===== config.mk =====
export PLATFORM = sky130hd
export DESIGN_NAME = pkt_demux
export DESIGN_NICKNAME = d
export VERILOG_FILES = /design/src/rtl/pkt_demux_pkg.sv /design/src/rtl/pkt_demux.sv
export SDC_FILE = /design/constraint.sdc
export NUM_CORES = 1
export LEC_CHECK = 0
export CAP_MARGIN = 20
export CORE_MARGIN = 10
export CORE_UTILIZATION = 45
export DETAILED_ROUTE_END_ITERATION = 6
export PLACE_DENSITY_LB_ADDON = 0.25
export SLEW_MARGIN = 20
export SYNTH_ARGS = -nofsm -noshare
export SYNTH_HDL_FRONTEND = slang
export SYNTH_SLANG_ARGS = --single-unit

===== constraint.sdc =====
create_clock -name clk_i -period 4.05 [get_ports clk_i]
set_input_delay 1.215 -clock clk_i [delete_from_list [all_inputs] [get_ports clk_i]]
set_output_delay 1.215 -clock clk_i [all_outputs]
set_load 0.02 [all_outputs]

===== src/rtl/pkt_demux_pkg.sv =====
`default_nettype none
// ============================================================================
// Module   : router_pkg (package)
// Purpose  : Shared constants, FSM state type and header layout for the
//            packet demultiplexer.
// Contents : N_PORTS, DATA_W, LEN_W, DEST_W, state_t, hdr_t
// Config   : PKT_DEMUX_PARITY_CHECK_EN adds the PARITY state
// Revision : 1.0 - initial release
// ============================================================================
package router_pkg;

    localparam int N_PORTS = 4;
    localparam int DATA_W  = 8;
    localparam int LEN_W   = 6;
    localparam int DEST_W  = $clog2(N_PORTS);

`ifdef PKT_DEMUX_PARITY_CHECK_EN
    typedef enum logic [1:0] {
        IDLE    = 2'd0,
        PAYLOAD = 2'd1,
        PARITY  = 2'd2
    } state_t;
`else
    typedef enum logic [1:0] {
        IDLE    = 2'd0,
        PAYLOAD = 2'd1
    } state_t;
`endif

    // Header byte: [7:2] payload length, [1:0] destination.
    typedef struct packed {
        logic [LEN_W-1:0]  len;
        logic [DEST_W-1:0] dest;
    } hdr_t;

endpackage
`default_nettype wire


===== src/rtl/pkt_demux.sv =====
`default_nettype none
// ============================================================================
// Module   : pkt_demux
// Purpose  : Routes a length-prefixed byte stream to one of N_PORTS FIFOs.
//            The header selects the destination; every accepted byte is
//            forwarded to that FIFO with zero latency.
// Ports    : clk_i, rst_ni (async, active-low)
//            pkt_valid_i, data_i, ready_o    - upstream byte handshake
//            fifo_full_i                     - per-destination full flags
//            wr_o, wr_data_o                 - one-hot write strobe + data
//            pkt_done_o, err_o               - last-byte / parity-error pulses
// Config   : PKT_DEMUX_PARITY_CHECK_EN - trailing parity byte checked
// Revision : 1.0 - initial release
// ============================================================================
module pkt_demux
    import router_pkg::*;
#(
    parameter int N_PORTS = router_pkg::N_PORTS,
    parameter int DATA_W  = router_pkg::DATA_W
) (
    input  logic               clk_i,
    input  logic               rst_ni,
    input  logic               pkt_valid_i,
    input  logic [DATA_W-1:0]  data_i,
    output logic               ready_o,
    input  logic [N_PORTS-1:0] fifo_full_i,
    output logic [N_PORTS-1:0] wr_o,
    output logic [DATA_W-1:0]  wr_data_o,
    output logic               pkt_done_o,
    output logic               err_o
);

    state_t            state_q;
    logic [LEN_W-1:0]  cnt_q;
    logic [DEST_W-1:0] dest_q;
`ifdef PKT_DEMUX_PARITY_CHECK_EN
    logic [DATA_W-1:0] par_q;
`endif

    hdr_t              hdr;
    logic [DEST_W-1:0] cur_dest;
    logic              accept;
    logic              last_byte;
    logic              par_bad;

    assign hdr = hdr_t'(data_i[LEN_W+DEST_W-1:0]);

    always_comb begin
        // In IDLE the incoming byte is the header, so it routes itself.
        cur_dest  = (state_q == IDLE) ? hdr.dest : dest_q;
        ready_o   = !fifo_full_i[cur_dest];
        // Gating with rst_ni keeps strobes quiet while reset is held.
        accept    = pkt_valid_i && ready_o && rst_ni;
        wr_o      = accept ? (N_PORTS'(1) << cur_dest) : '0;
        wr_data_o = data_i;
        last_byte = 1'b0;
        par_bad   = 1'b0;
        case (state_q)
`ifdef PKT_DEMUX_PARITY_CHECK_EN
            IDLE:    last_byte = 1'b0;
            PAYLOAD: last_byte = 1'b0;
            PARITY: begin
                last_byte = 1'b1;
                par_bad   = (par_q != data_i);
            end
`else
            IDLE:    last_byte = (hdr.len == '0);
            PAYLOAD: last_byte = (cnt_q == LEN_W'(1));
`endif
            default: last_byte = 1'b0;
        endcase
        pkt_done_o = accept && last_byte;
        err_o      = accept && par_bad;
    end

    always_ff @(posedge clk_i or negedge rst_ni) begin
        if (!rst_ni) begin
            state_q <= IDLE;
            cnt_q   <= '0;
            dest_q  <= '0;
`ifdef PKT_DEMUX_PARITY_CHECK_EN
            par_q   <= '0;
`endif
        end else if (accept) begin
            case (state_q)
                IDLE: begin
                    dest_q <= hdr.dest;
                    cnt_q  <= hdr.len;
`ifdef PKT_DEMUX_PARITY_CHECK_EN
                    par_q  <= data_i;
                    state_q <= (hdr.len != '0) ? PAYLOAD : PARITY;
`else
                    state_q <= (hdr.len != '0) ? PAYLOAD : IDLE;
`endif
                end
                PAYLOAD: begin
                    cnt_q <= cnt_q - LEN_W'(1);
`ifdef PKT_DEMUX_PARITY_CHECK_EN
                    par_q <= par_q ^ data_i;
                    if (cnt_q == LEN_W'(1)) state_q <= PARITY;
`else
                    if (cnt_q == LEN_W'(1)) state_q <= IDLE;
`endif
                end
`ifdef PKT_DEMUX_PARITY_CHECK_EN
                PARITY: begin
                    par_q   <= '0;
                    state_q <= IDLE;
                end
`endif
                default: state_q <= IDLE;
            endcase
        end
    end

endmodule
`default_nettype wire


Word level (Yosys, flattened, before mapping)
Index checks and enable logic that the tools add are counted.
{"block": "totals", "input_bits": 15, "reg_bits": 10, "out_inout_bits": 15, "elab_cells": 28}
{"block": "classes", "shift": 1, "magnitude_cmp": 1, "reduce_logical": 10, "n_mux": 9, "addsub": 1, "n_eq_ne": 3}
{"op": "$pmux 6 s2", "n": 1}
{"op": "$eq 6x1->1 const B", "n": 1}
{"op": "$logic_not 6->1", "n": 1}
{"op": "$reduce_bool 6->1", "n": 1}
{"op": "$sub 6x1->6 const B", "n": 1}
{"op": "$mux 2", "n": 2}
{"op": "$mux 4", "n": 1}
{"op": "$pmux 2 s2", "n": 1}
{"op": "$reduce_and 2->1", "n": 2}
{"op": "$shl 1x2->4 const A", "n": 1}
{"op": "$logic_and 1x1->1", "n": 3}
{"op": "$lt 2x3->1 const B", "n": 1}
{"op": "$bmux 1 s2", "n": 1}
{"op": "$eq 2x1->1 const B", "n": 1}
{"op": "$logic_not 2->1", "n": 1}
{"op": "$mux 1", "n": 2}
{"op": "$ne 2x2->1 const B", "n": 1}
{"op": "$pmux 1 s2", "n": 1}
{"op": "$reduce_bool 2->1", "n": 1}
{"op": "$logic_not 1->1", "n": 1}

Logic depth before layout (Yosys ltp)
Gate-level depths: netlist of run 1.
{"block": "logic_depth", "word_depth": 8, "mapped_depth": 6, "mapped_depth_nobuf": 6}

Worst setup path before layout of run 1
Ideal clock, no wire load.
{"block": "synth_timing", "kind": "input to output", "from": "input port data_i[1]", "to": "output port wr_o[0]", "stages": 6, "arrival_ns": 2.576, "setup_slack_ns": 0.259, "n_path_buf": 1, "t_required_ns": 2.835, "path_cell_list": "nor2b_1 a32o_2 o211ai_2 or2_4 buf_6 nor3_1"}
{"block": "synth_between", "elab_chain_len": 7, "word_cells_on_any_way": 8, "classes_between": "shift (1); mux (4); reduce/logical (3)"}
{"item": "from (decl)", "line": "pkt_demux.sv:24", "text": "input logic [DATA_W-1:0] data_i,"}
{"item": "$mux 2 (*)"}
{"item": "$bmux 1 s2", "line": "pkt_demux.sv:51", "text": "ready_o = !fifo_full_i[cur_dest];"}
{"item": "$mux 1 (not written as such)", "line": "pkt_demux.sv:51"}
{"item": "$logic_not 1->1", "line": "pkt_demux.sv:51"}
{"item": "$logic_and 1x1->1 (2 in a row)", "line": "pkt_demux.sv:53", "text": "accept = pkt_valid_i && ready_o && rst_ni;"}
{"item": "$mux 4 (*)", "line": "pkt_demux.sv:54", "text": "wr_o = accept ? (N_PORTS'(1) << cur_dest) : '0;"}
{"item": "to (decl)", "line": "pkt_demux.sv:27", "text": "output logic [N_PORTS-1:0] wr_o,"}
Every way passes the cells marked *; elsewhere a longest branch is shown, timed or not. The select of a mux whose other input is x is not followed.

Worst setup path in the final report of run 1
{"block": "layout_timing", "from": "input port data_i[1]", "to": "output port wr_o[1]"}
Same word-level chain as after synthesis.

==> impl_results.md, run 1 <==
- Max-Cap Viols: 0
- Post-Synthesis Cells: 94
- Final core occ: between 60 and 70%
- Post-route minimum period: just under 4 ns
- I/O Buffers: 28
- Fmax: around 250 MHz
- Root Driver: clkbuf_4
- R2r setup slk: 1.79 ns
- Antenna diodes: 0
- Fin nets: approximately 150
- IO Count: 30
- CP delay by family, top: buffers and inverters
- Initial antenna violation count: 0
- Pint: 298 µW
- Fillers: approximately 150
- Worst Path Max Fanout: 6
- Initial DRC Count: 15
- Seq cells post-synth: 9
- Ys async rst share: 100%
- Clock transition at the registers of the reported paths: 0.05 ns
- Non-filler cells, final: between 150 and 200
- First-pass GRT wire length: 4010 µm
- Cell with the largest stage delay on the worst path: clkdlybuf4s50_1
- Vias in the first global route: 899
- Cells after DPL: 150
- Final Cycle Share: a little over nine tenths
- Die X: ~63 µm
- Final hold vios: 0
- Leak Pwr: roughly 0.00052 µW
- Distinct cells, synth: 34
- Worst hold path class: register to register
- WL/cell: 15.2 µm
- Die H: roughly 63 µm
- Final Max Tran Viols: 0
- Outcome: finished clean
- Routed Antenna Nets: 0
- Startpoint types: primary input
- Worst EP required: 2.83 ns
- Critical Path AT: between 2 and 3 ns
- Clk Latency, worst-skew pair: 0.27 ns
- Pwr dens: 433 nW/µm²
- Placer Congestion: between 0.7 and 0.8
- Slowest cell delay on critical path: 0.48 ns
- Setup TNS: 0 ns
- CP Capture Type: output port
- Post-synthesis sequential area ratio: roughly 27%
- Post-CTS Hold Buffers: 0
- Gate power share: 59.5%
- Drc violations: 0
- CTS Buf Count: 3
- Vias per cell: around 5.3
- Via count: 823
- Post-route clock skew: approximately 0.011 ns
- Net Count, Synth: between 100 and 150
- All-Layer GR Usage: ~13%
- Area Growth Syn to Fin: 45.2%
- Crit-path cells: clkdlybuf4s50_1, nor2b_4, a32o_2, a221oi_4, or2_4, nor3_1, buf_2
- Sw frac: between 40% and 50%
- Clock sinks: 9
- Routed wire length: around 2400 µm
- Clk pwr share: between 10 and 15%
- Yosys warns: 0
- Setup CP Type: primary input to output port
- CTS tree: yes
- Core Area: around 1700 µm²
- WP buf/inv: 2
- Hpwl dp: 1850 µm
- Psw: between 200 and 250 µW
- Syn Area/Cell: roughly 8.7 µm²
- Main flop type after synthesis: dfrtp_1
- Site Rows: 15
- H-tree Lvls: 1
- Largest net degree at the start of global routing: 17
- Full die area: between 3000 and 4000 µm²
- First drt pass iteration count: 4
- Setup violators final: 0
- Share of layout cells above drive strength 1: approximately 31%
- Starting Density: a little under half
- EDFF count, synth: 0
- GR Overflow Total: 0
- Mapped Area: between 800 and 900 µm²
- Sequential share of power: around a quarter
- Clk buf depth: 2
- Maximum VDD drop: between 0.00015 and 0.0002 V
state kept, by name, indices dropped and copies added (netlist names):
name / cells
dest_q: 2
state_q: 1
cnt_q: 6
path summary, 6_finish.rpt:
check,cells past startpoint,start,end
worst max register to register,7,state_q[0],state_q[0]
min in group asynchronous,2,rst_ni,state_q[0]
worst max-delay path,7,data_i[1],wr_o[1]
worst min register to register,1,cnt_q[0],cnt_q[0]
max in group asynchronous,2,rst_ni,dest_q[1]
worst min-delay path,1,cnt_q[0],cnt_q[0]
metrics by stage:
stage / total power, µW / area, µm² / worst slack (ns) / hold slack, ns
finish: 517 / 1190 / 0.0715 / 0.550
floorplan: 335 / 822 / 0.259 / 0.496
global placement: 425 / 1160 / -0.402 / 0.534
CTS: 515 / 1180 / 0.00943 / 0.552
global route: 561 / 1190 / -0.0182 / 0.594
detailed placement: 435 / 1160 / -0.430 / 0.544
cell families after synthesis:
family          count (synthesis)  synth area share (%)
compound gates                 20                  23.4
fa+ha+maj                       2                  3.04
buf+inv                        21                  15.8
flops                           9                  27.4
mux                             5                  6.54
other cells                     1                 0.456
simple gates                   36                  23.3
area by class of cell:
type / instances / area, µm² / area share (%)
Clock buffer: 4 / 26.3 / 2.20
Inverter: 7 / 26.3 / 2.20
Multi-Input combinational cell: 64 / 484 / 40.6
Tap cell: 25 / 31.3 / 2.62
Timing Repair Buffer: 47 / 400 / 33.5
Sequential cell: 9 / 225 / 18.9
power by group through the flow:
stage / clock (µW) / combinational [µW] / sequential [µW]
floorplan: 0 / 205 / 130
global placement: 0 / 287 / 138
detailed placement: 0 / 296 / 139
CTS: 71.6 / 306 / 137
global route: 79.7 / 340 / 141
finish: 71.3 / 308 / 138
cell usage in the layout, fill, tap and decap left out, types with 2 or more instances in the layout:
master	synthesis	routed
a21oi_1	3	3
a221oi_2	3	3
buf_2	2	3
buf_4	9	20
clkbuf_4	0	3
clkdlybuf4s50_1	0	21
dfrtp_1	9	9
ha_1	2	2
inv_1	7	7
mux2_1	2	2
mux2i_1	2	2
nand2_1	10	10
nor2_1	6	6
nor2b_1	3	2
nor3_1	6	4
nor3_2	1	3
nor4_1	4	4
o31ai_1	2	2
o41ai_1	4	4
or3_1	2	2
what timing repair did:
action | CTS | global route
setup buffers | 2 | 0
endpoints found under the setup margin | 6 | 6
resized for setup | 28 | 7
pin swaps | 2 | 3
worst register-to-register path, stage by stage (launching register included):
cell	delay, ns
dfrtp_1	0.60
mux2i_1	0.29
nand2_1	0.13
a221oi_4	0.31
or2_4	0.21
buf_4	0.12
buf_4	0.15
mux2_1	0.33
cell usage after synthesis (2+ instances only):
master     n  share of area (%)
mux2_1     2                2.7
mux2i_1    2                2.4
nand2_1   10                4.6
nor4_1     4                3.0
a21oi_1    3                1.8
a221oi_2   3                5.5
buf_6      2                2.7
nor2b_1    3                2.3
o31ai_1    2                1.8
dfrtp_1    9                 27
o41ai_1    4                4.3
inv_1      7                3.2
buf_2      2                1.2
nor3_1     6                3.7
or3_1      2                1.5
buf_4      9                8.2
nor2_1     6                2.7
ha_1       2                3.0
per-layer routing:
metal	up-vias	routed length (µm)	global-route usage, %
met5	-	0	0
met4	0	51	7.54
met3	5	139	3.94
met2	31	1090	20.4
met1	377	1100	14.1
li1	410	-	-
Note: power is estimated with default switching activity, not from simulation.
==> inputs of run 2 (changes only) <==
--- a/config.mk
+++ b/config.mk
@@ -8,6 +8,7 @@
 export CAP_MARGIN = 20
 export CORE_MARGIN = 10
 export CORE_UTILIZATION = 45
+export CTS_CLUSTER_SIZE = 24
 export DETAILED_ROUTE_END_ITERATION = 6
 export PLACE_DENSITY_LB_ADDON = 0.25
 export SLEW_MARGIN = 20
==> results of run 2 <==
Same layout as run 1: the final DEF is identical, and so are final timing and power.
